**config.mk**
```make
export PLATFORM = sky130hd
export DESIGN_NAME = fft_r2_stage
export DESIGN_NICKNAME = d
export VERILOG_FILES = /design/src/rtl/fft_r2_stage.sv
export SDC_FILE = /design/constraint.sdc
export NUM_CORES = 2
export LEC_CHECK = 0
export ABC_AREA = 1
export ABC_CLOCK_PERIOD_IN_PS = 14700
export CORE_ASPECT_RATIO = 0.9
export CORE_UTILIZATION = 40
export DETAILED_ROUTE_END_ITERATION = 8
export PLACE_DENSITY = 0.63
export SYNTH_ARGS = -nofsm -noshare
export SYNTH_HDL_FRONTEND = slang
export SYNTH_SLANG_ARGS = --single-unit
```
**constraint.sdc**
```tcl
create_clock -name clk -period 14.7 [get_ports clk]
set_input_delay 2.205 -clock clk [delete_from_list [all_inputs] [get_ports clk]]
set_output_delay 2.205 -clock clk [all_outputs]
set_load 0.005 [all_outputs]
```
**src/rtl/fft_r2_stage.sv**
```systemverilog
// One radix-2 DIF butterfly stage over an N-point complex frame held in a local buffer.
// Latency: N load cycles, N/2 compute cycles (one butterfly per cycle), N unload cycles; done one cycle after the last output.
// Backpressure: in_ready only while loading; unload stalls and holds data while out_ready is low; compute never stalls.
module fft_r2_stage #(
  parameter int DATA_WIDTH = 8,
  parameter int FRACTION   = 4,
  parameter int LOG2N      = 5,
  parameter int STAGE      = 0,
  parameter int SCALE      = 0
) (
  input  logic                  clk,
  input  logic                  reset,
  input  logic                  start,
  output logic                  busy,
  output logic                  done,
  input  logic                  in_valid,
  output logic                  in_ready,
  input  logic [DATA_WIDTH-1:0] in_real,
  input  logic [DATA_WIDTH-1:0] in_imag,
  output logic                  out_valid,
  input  logic                  out_ready,
  output logic [DATA_WIDTH-1:0] out_real,
  output logic [DATA_WIDTH-1:0] out_imag,
  output logic [LOG2N-1:0]      out_index,
  output logic [LOG2N-2:0]      tw_addr,
  input  logic [DATA_WIDTH-1:0] tw_real,
  input  logic [DATA_WIDTH-1:0] tw_imag,
  output logic                  sat_flag
);
  localparam int N    = 1 << LOG2N;
  localparam int HALF = N / 2;
  localparam int LS   = LOG2N - 1 - STAGE;  // log2 of the butterfly span
  localparam int PW   = 2 * DATA_WIDTH + 1;
  localparam logic [LOG2N-1:0]     SPAN_MASK = LOG2N'((1 << LS) - 1);
  localparam logic [LOG2N-1:0]     SPAN      = LOG2N'(1 << LS);
  localparam logic signed [PW-1:0] MAXV      = PW'((1 << (DATA_WIDTH - 1)) - 1);
  localparam logic signed [PW-1:0] MINV      = -MAXV - PW'(1);
  localparam logic signed [PW-1:0] RND       = PW'(1 << (FRACTION - 1));

  typedef enum logic [1:0] {IDLE, LOAD, COMPUTE, UNLOAD} state_t;

  state_t                        state;
  logic [LOG2N-1:0]              cnt;
  logic signed [DATA_WIDTH-1:0]  mem_re [N];
  logic signed [DATA_WIDTH-1:0]  mem_im [N];

  logic [LOG2N-1:0]              p, i0, i1;
  logic signed [DATA_WIDTH-1:0]  a_re, a_im, b_re, b_im, w_re, w_im;
  logic signed [DATA_WIDTH:0]    sum_re, sum_im, dif_re, dif_im;
  logic signed [DATA_WIDTH-1:0]  s_re, s_im, d_re, d_im, m_re, m_im;
  logic signed [PW-1:0]          dx_re, dx_im, wx_re, wx_im, pr_re, pr_im, sh_re, sh_im;
  logic                          sd_sat, mul_sat;

  function automatic logic signed [DATA_WIDTH-1:0] clip(input logic signed [PW-1:0] v);
    if (v > MAXV)      clip = MAXV[DATA_WIDTH-1:0];
    else if (v < MINV) clip = MINV[DATA_WIDTH-1:0];
    else               clip = v[DATA_WIDTH-1:0];
  endfunction

  function automatic logic ovf(input logic signed [PW-1:0] v);
    ovf = (v > MAXV) || (v < MINV);
  endfunction

  // Butterfly j = cnt: pair (i0, i1) one span apart inside its block; twiddle exponent scales with the stage.
  assign p       = cnt & SPAN_MASK;
  assign i0      = cnt + (cnt & ~SPAN_MASK);
  assign i1      = i0 + SPAN;
  assign tw_addr = (state == COMPUTE) ? (LOG2N-1)'(p << STAGE) : '0;

  assign a_re   = mem_re[i0];
  assign a_im   = mem_im[i0];
  assign b_re   = mem_re[i1];
  assign b_im   = mem_im[i1];
  assign w_re   = tw_real;
  assign w_im   = tw_imag;
  assign sum_re = {a_re[DATA_WIDTH-1], a_re} + {b_re[DATA_WIDTH-1], b_re};
  assign sum_im = {a_im[DATA_WIDTH-1], a_im} + {b_im[DATA_WIDTH-1], b_im};
  assign dif_re = {a_re[DATA_WIDTH-1], a_re} - {b_re[DATA_WIDTH-1], b_re};
  assign dif_im = {a_im[DATA_WIDTH-1], a_im} - {b_im[DATA_WIDTH-1], b_im};

  // Narrow sum/difference back to sample width: halve when scaling, otherwise saturate.
  always_comb begin
    s_re   = clip(PW'(sum_re));
    s_im   = clip(PW'(sum_im));
    d_re   = clip(PW'(dif_re));
    d_im   = clip(PW'(dif_im));
    sd_sat = ovf(PW'(sum_re)) | ovf(PW'(sum_im)) | ovf(PW'(dif_re)) | ovf(PW'(dif_im));
    if (SCALE != 0) begin
      s_re   = sum_re[DATA_WIDTH:1];
      s_im   = sum_im[DATA_WIDTH:1];
      d_re   = dif_re[DATA_WIDTH:1];
      d_im   = dif_im[DATA_WIDTH:1];
      sd_sat = 1'b0;
    end
  end

  // Complex multiply of the difference by the twiddle, round to nearest, drop fraction, saturate.
  always_comb begin
    dx_re   = PW'(d_re);
    dx_im   = PW'(d_im);
    wx_re   = PW'(w_re);
    wx_im   = PW'(w_im);
    pr_re   = dx_re * wx_re - dx_im * wx_im;
    pr_im   = dx_re * wx_im + dx_im * wx_re;
    sh_re   = (pr_re + RND) >>> FRACTION;
    sh_im   = (pr_im + RND) >>> FRACTION;
    m_re    = clip(sh_re);
    m_im    = clip(sh_im);
    mul_sat = ovf(sh_re) | ovf(sh_im);
  end

  // Frame sequencing: load, in-place butterflies, ordered unload, one-cycle done.
  always_ff @(posedge clk) begin
    if (reset) begin
      state    <= IDLE;
      cnt      <= '0;
      done     <= 1'b0;
      sat_flag <= 1'b0;
    end else begin
      done <= 1'b0;
      case (state)
        IDLE: if (start) begin
          state    <= LOAD;
          cnt      <= '0;
          sat_flag <= 1'b0;
        end
        LOAD: if (in_valid) begin
          if (cnt == LOG2N'(N - 1)) begin
            state <= COMPUTE;
            cnt   <= '0;
          end else begin
            cnt <= cnt + LOG2N'(1);
          end
        end
        COMPUTE: begin
          if (sd_sat || mul_sat) sat_flag <= 1'b1;
          if (cnt == LOG2N'(HALF - 1)) begin
            state <= UNLOAD;
            cnt   <= '0;
          end else begin
            cnt <= cnt + LOG2N'(1);
          end
        end
        UNLOAD: if (out_ready) begin
          if (cnt == LOG2N'(N - 1)) begin
            state <= IDLE;
            cnt   <= '0;
            done  <= 1'b1;
          end else begin
            cnt <= cnt + LOG2N'(1);
          end
        end
        default: state <= IDLE;
      endcase
    end
  end

  // Sample buffer: filled in arrival order, then overwritten in place by each butterfly.
  always_ff @(posedge clk) begin
    if (state == LOAD && in_valid) begin
      mem_re[cnt] <= in_real;
      mem_im[cnt] <= in_imag;
    end else if (state == COMPUTE) begin
      mem_re[i0] <= s_re;
      mem_im[i0] <= s_im;
      mem_re[i1] <= m_re;
      mem_im[i1] <= m_im;
    end
  end

  assign busy      = (state != IDLE);
  assign in_ready  = (state == LOAD);
  assign out_valid = (state == UNLOAD);
  assign out_real  = (state == UNLOAD) ? mem_re[cnt] : '0;
  assign out_imag  = (state == UNLOAD) ? mem_im[cnt] : '0;
  assign out_index = (state == UNLOAD) ? cnt : '0;

endmodule

```
# Yosys cells after proc, flatten, opt, wreduce, memory -nomap -nowiden
# Memory sizes are Yosys's and may differ from the RTL's. A register that Yosys moved wholly into a read port is not among the register bits.
# Cells that the tools add are included.
[totals]
n_memories = 2
out_inout_bits = 30
input_bits = 37
elab_cells = 116
reg_bits = 9
mem_bits_rw = 512
[classes]
n_addsub = 11
muxes = 48
magnitude_cmp = 12
reduce_logical = 17
multipliers = 4
n_eq_ne = 12
bitwise_logic = 6
[memory_table]
columns = ["memory", "words", "word_bits", "read_ports", "rd_clocked_by_memory_dff", "wr", "line_no", "rtl"]
rows = [
  ["mem_im", 32, 8, 3, 1, 2, "45", "logic signed [DATA_WIDTH-1:0] mem_im [N];"],
  ["mem_re", 32, 8, 3, 1, 2, "44", "logic signed [DATA_WIDTH-1:0] mem_re [N];"],
]
[ops]
columns = ["op", "n"]
rows = [
  ["$mux W8", 16],
  ["$mul A8 B8 Y16", 4],
  ["$mux W5", 12],
  ["$gt A9 B8 Y1 const B", 4],
  ["$lt A9 B8 Y1 const B", 4],
  ["$add A17 B5 Y17 const B", 2],
  ["$gt A13 B8 Y1 const B", 2],
  ["$lt A13 B8 Y1 const B", 2],
  ["$pmux W5 S4", 1],
  ["$add A8 B8 Y9", 2],
  ["$sub A8 B8 Y9", 2],
  ["$add A16 B16 Y17", 1],
  ["$sub A16 B16 Y17", 1],
  ["$reduce_or A8 Y1", 2],
  ["$mux W2", 6],
  ["$mux W1", 10],
  ["$ne A2 B2 Y1 const B", 4],
  ["$pmux W2 S4", 1],
  ["$logic_or A1 B1 Y1", 7],
  ["$ne A2 B1 Y1 const B", 3],
  ["$reduce_and A3 Y1", 2],
  ["$reduce_and A6 Y1", 1],
  ["$add A5 B1 Y5 const B", 1],
  ["$add A5 B5 Y5", 1],
  ["13 further kinds", 19],
]

# Depth between registers and ports, before layout
# An unclocked memory read counts as a cell.
[depth]
depth_word = 16
ltp_mapped = 54
mapped_depth_nobuf = 50

# Worst setup path before layout
# Ideal clock, no wire load.
[synth_timing]
path_type = "register to register"
from = "register cnt[0]"
to = "memory mem_im[22][0], data pin"
stages_incl_launch_ff = 48
setup_ns = 0.268
path_slack_ns = 5.676
n_path_buf = 5
t_arrival_ns = 8.756
required_ns = 14.432
synth_period_minus_slack_ns = 9.024
cell_sequence = "dfxtp_1 > clkbuf_1 > clkbuf_1 > clkbuf_1 > clkbuf_1 > nor2_1 > o22ai_1 > nand2_1 > nand4_1 > ha_1 > inv_1 > fa_1 > nand2_1 > nand2_1 > nand3_1 > nand3_1 > nand2_2 > inv_2 > [... 12 more ...] > inv_1 > fa_1 > inv_1 > ha_1 > a21oi_1 > o21ai_0 > a21oi_1 > nand2_2 > nand2_1 > a21o_1 > nand2_4 > inv_2 > nand2_4 > inv_6 > o21ai_4 > buf_6 > nand2_1 > o21ai_1"
[synth_rtl]
columns = ["item", "line_no", "rtl"]
rows = [
  ["start: declaration", "43", "logic [LOG2N-1:0] cnt;"],
  ["start signal: assignment", "132", "cnt <= cnt + LOG2N'(1);"],
  ["start signal: assignment", "141", "cnt <= cnt + LOG2N'(1);"],
  ["start signal: assignment", "150", "cnt <= cnt + LOG2N'(1);"],
  ["end: declaration", "45", ""],
]

==> flow_summary.ini <==
[worst_setup_path]
crit_arrival_ns = 12.87
path_delay_family = adder cells
crit_fanout = 60
crit_path_frequent_cell = nand2_1
crit_required_ns = 15.17
worst-path-buf-inv = 12
slowest_delay_ns = 0.96
rr_startpoint = cnt[1]$_SDFFE_PP0P_
cp-start-kind = flop
path_class = flop to flop
startpoint = cnt[1]$_SDFFE_PP0P_
end_kind = flop
crit_slowest_cell = clkinv_2

[synthesis]
synthAdderAreaFrac_pct = 18.55
synth_top_family_by_area = adder cells
synthesis.nets = 5188
yosysWarnings = 0
syn_avg_cell_area_um2 = 8.577
muxShareOfSynthArea_pct = 0.04945
synth-seq-area-share_pct = 38.67
postSynthCellCount = 4720
yosysUniqueCellTypes = 49
netlist_area_um2 = 40480
synth-compound-area-share_pct = 17.35
yosys.area_share.xor_xnor_pct = 1.277
synth-simple-area-share_pct = 15.95
synth-seq-cells = 526

[layout]
multi_input_area_um2 = 21880
fin_util_pct = 43.88
fillCellCount = 9735
final_nets = 5053
drive_gt1_share_pct = 5.213
syn_to_final_growth_pct = 8.617
ff_latch_area_um2 = 15670

[detailed_routing]
drc = 0
ant_nets = 0
first_pass_iters = 9
drt-wirelength-per-cell_um = 24.69
drt-initial-drc-count = 5185
via_per_inst = 5.972
vias = 35642
drt-total-wl_mm = 147.4

[die]
ios = 67
initial_core_util_pct = 40.40
die_area_um2 = 102500
rows = 110
die_h_um = 303.8
fp.dieW_um = 337.3
core_area_um2 = 100200

[clock_network]
cts_resized = 0
clock_latency_ns = 0.65
cts_setup_buffers = 0
htreeDepth = 2
cts_buffers = 53
cts_tree = done
cts.path.max_buffers = 3
cts-root-buf = clkbuf_16
path_clk_slew_ns = 0.07
cts.hold.buffers_added = 0
clkSinkCount = 526

[timing]
skew_ns = 0.02926
period_needed_ns = 12.40
tightest_slew_ns = 1.260
setup_viol = 0
hold_viol = 0
finalMaxSlewViolations = 0
period_share_pct = 84.32
fmax_mhz = 80.67
hold-worst-slack_ns = 0.5246
setup_tns_ns = 0
relSlewSlack_pct = 15.97
rsz0062_at_grt = no

[hold_path]
hold_start = sat_flag$_SDFFE_PP0P_
hold_path.class = flop to flop

[flow_run]
max-cap-violations = 0

[place]
gp_congestion = 0.9855
io_buffers = 66
hpwl_mm = 93.57

[global_route]
track_usage_pct = 28.34
grt_max_degree = 190
antenna_found_initial = 3
grt_pass1_vias = 33273
grt_pass1_wl_mm = 216.5
grt-ovfl-total = 0

[outcome]
status = finished, final reports clean
## layer usage
layer / vias to the layer above / wire (um) / track usage [%]
met4: 2 / 6641 / 11.28
met2: 2497 / 60520 / 40.16
met3: 459 / 20730 / 7.354
met5: - / 13 / 0
met1: 17065 / 59450 / 40.97
li1: 15619 / - / -
## state kept, by name, indices dropped and copies added, names as in the netlist, named ones only
register / flops
cnt: 5
done: 1
mem_im: 256
mem_re: 256
sat_flag: 1
state: 2
## cells in the mapped netlist (all sizes together)
cell type | n | area share, %
mux2i | 2 | 0.049
nand2 | 678 | 6.6
nor3 | 4 | 0.049
buf | 58 | 0.91
a32oi | 1 | 0.022
a211oi | 2 | 0.037
or2 | 12 | 0.19
o22ai | 138 | 2.1
o21bai | 9 | 0.17
edfxtp | 512 | 38
inv | 507 | 4.7
clkbuf | 262 | 2.4
a221oi | 7 | 0.15
clkinv | 10 | 0.096
fa | 282 | 14
nand4 | 36 | 0.56
nand3b | 2 | 0.037
ha | 149 | 4.6
o211ai | 2 | 0.037
xor2 | 36 | 0.78
nand3 | 86 | 1.1
a21o | 1 | 0.019
a31oi | 24 | 0.37
dfxtp | 14 | 0.69
o221ai | 96 | 2.1
a41oi | 1 | 0.022
a22oi | 2 | 0.037
o21a | 2 | 0.037
a21oi | 120 | 1.5
o21ai | 854 | 11
nor4 | 7 | 0.11
nor2 | 780 | 7.3
and2 | 1 | 0.015
xnor2 | 23 | 0.50
## area by class of cell
cell class	count	area share, %
Inverter	517	4.470
Clock buffer	68	3.144
Antenna cell	1	0.005691
Sequential cell	526	35.64
Clock inverter	25	0.4923
Multi-Input combinational cell	3357	49.77
Tap cell	1344	3.824
Timing Repair Buffer	130	2.652
## worst min-delay path: stages (launching register included)
cell     delay, ns
dfxtp_1       0.35
inv_1         0.07
a21oi_1       0.06
## stage by stage
| step | std cells | cell area, um2 | setup WS, ns |
|---|---|---|---|
| 2_1_floorplan | 4720 | 40480 | 5.676 |
| 3_3_place_gp | 5874 | 42370 | 2.890 |
| 3_5_place_dp | 5874 | 42370 | 2.763 |
| 4_1_cts | 5967 | 43970 | 2.721 |
| 5_1_grt | 5967 | 43970 | 1.733 |
| 6_report | 5968 | 43970 | 2.304 |
## cells in the final DEF (no fill, tap or decap), types with 4 or more instances in the layout
cell type	instances
nor2_1	744
clkbuf_16	53
fa_1	282
clkdlybuf4s50_1	66
inv_2	7
nor2_4	18
edfxtp_1	512
o21ai_4	13
a21oi_1	119
o22ai_1	131
a221oi_1	7
o21ai_1	109
xnor2_1	23
a31oi_1	24
o22ai_4	7
xor2_1	36
dfxtp_1	8
nand3_1	83
inv_6	4
nor2_2	17
nor3_1	4
or2_2	6
buf_4	62
nand2_4	12
o21ai_0	729
or2_1	6
nand2_1	653
dfxtp_4	4
clkbuf_1	15
nor4_1	7
o221ai_1	96
o21bai_1	9
clkinv_2	5
nand4_1	36
clkinv_1	22
inv_1	496
ha_1	149
nand2_2	13
## logic make-up after synthesis
group	after synthesis
and+or+nand+nor	1606
AOI/OAI and AO/OA	1259
buffers and inverters	837
DFF	526
adders and majority gates	431
xor gates and xnor gates	59
muxes	2
## final timing paths
kind / depth (start not counted) / endpoint / slack (ns)
min: 2 / sat_flag$_SDFFE_PP0P_ / 0.52
max: 45 / mem_im[20][6]$_DFFE_PP_ / 2.30
min reg2reg: 2 / sat_flag$_SDFFE_PP0P_ / 0.52
max reg2reg: 45 / mem_im[20][6]$_DFFE_PP_ / 2.30
Power is not shown: default switching activity piles up to over one toggle a cycle in this logic, so the estimate is an artifact.
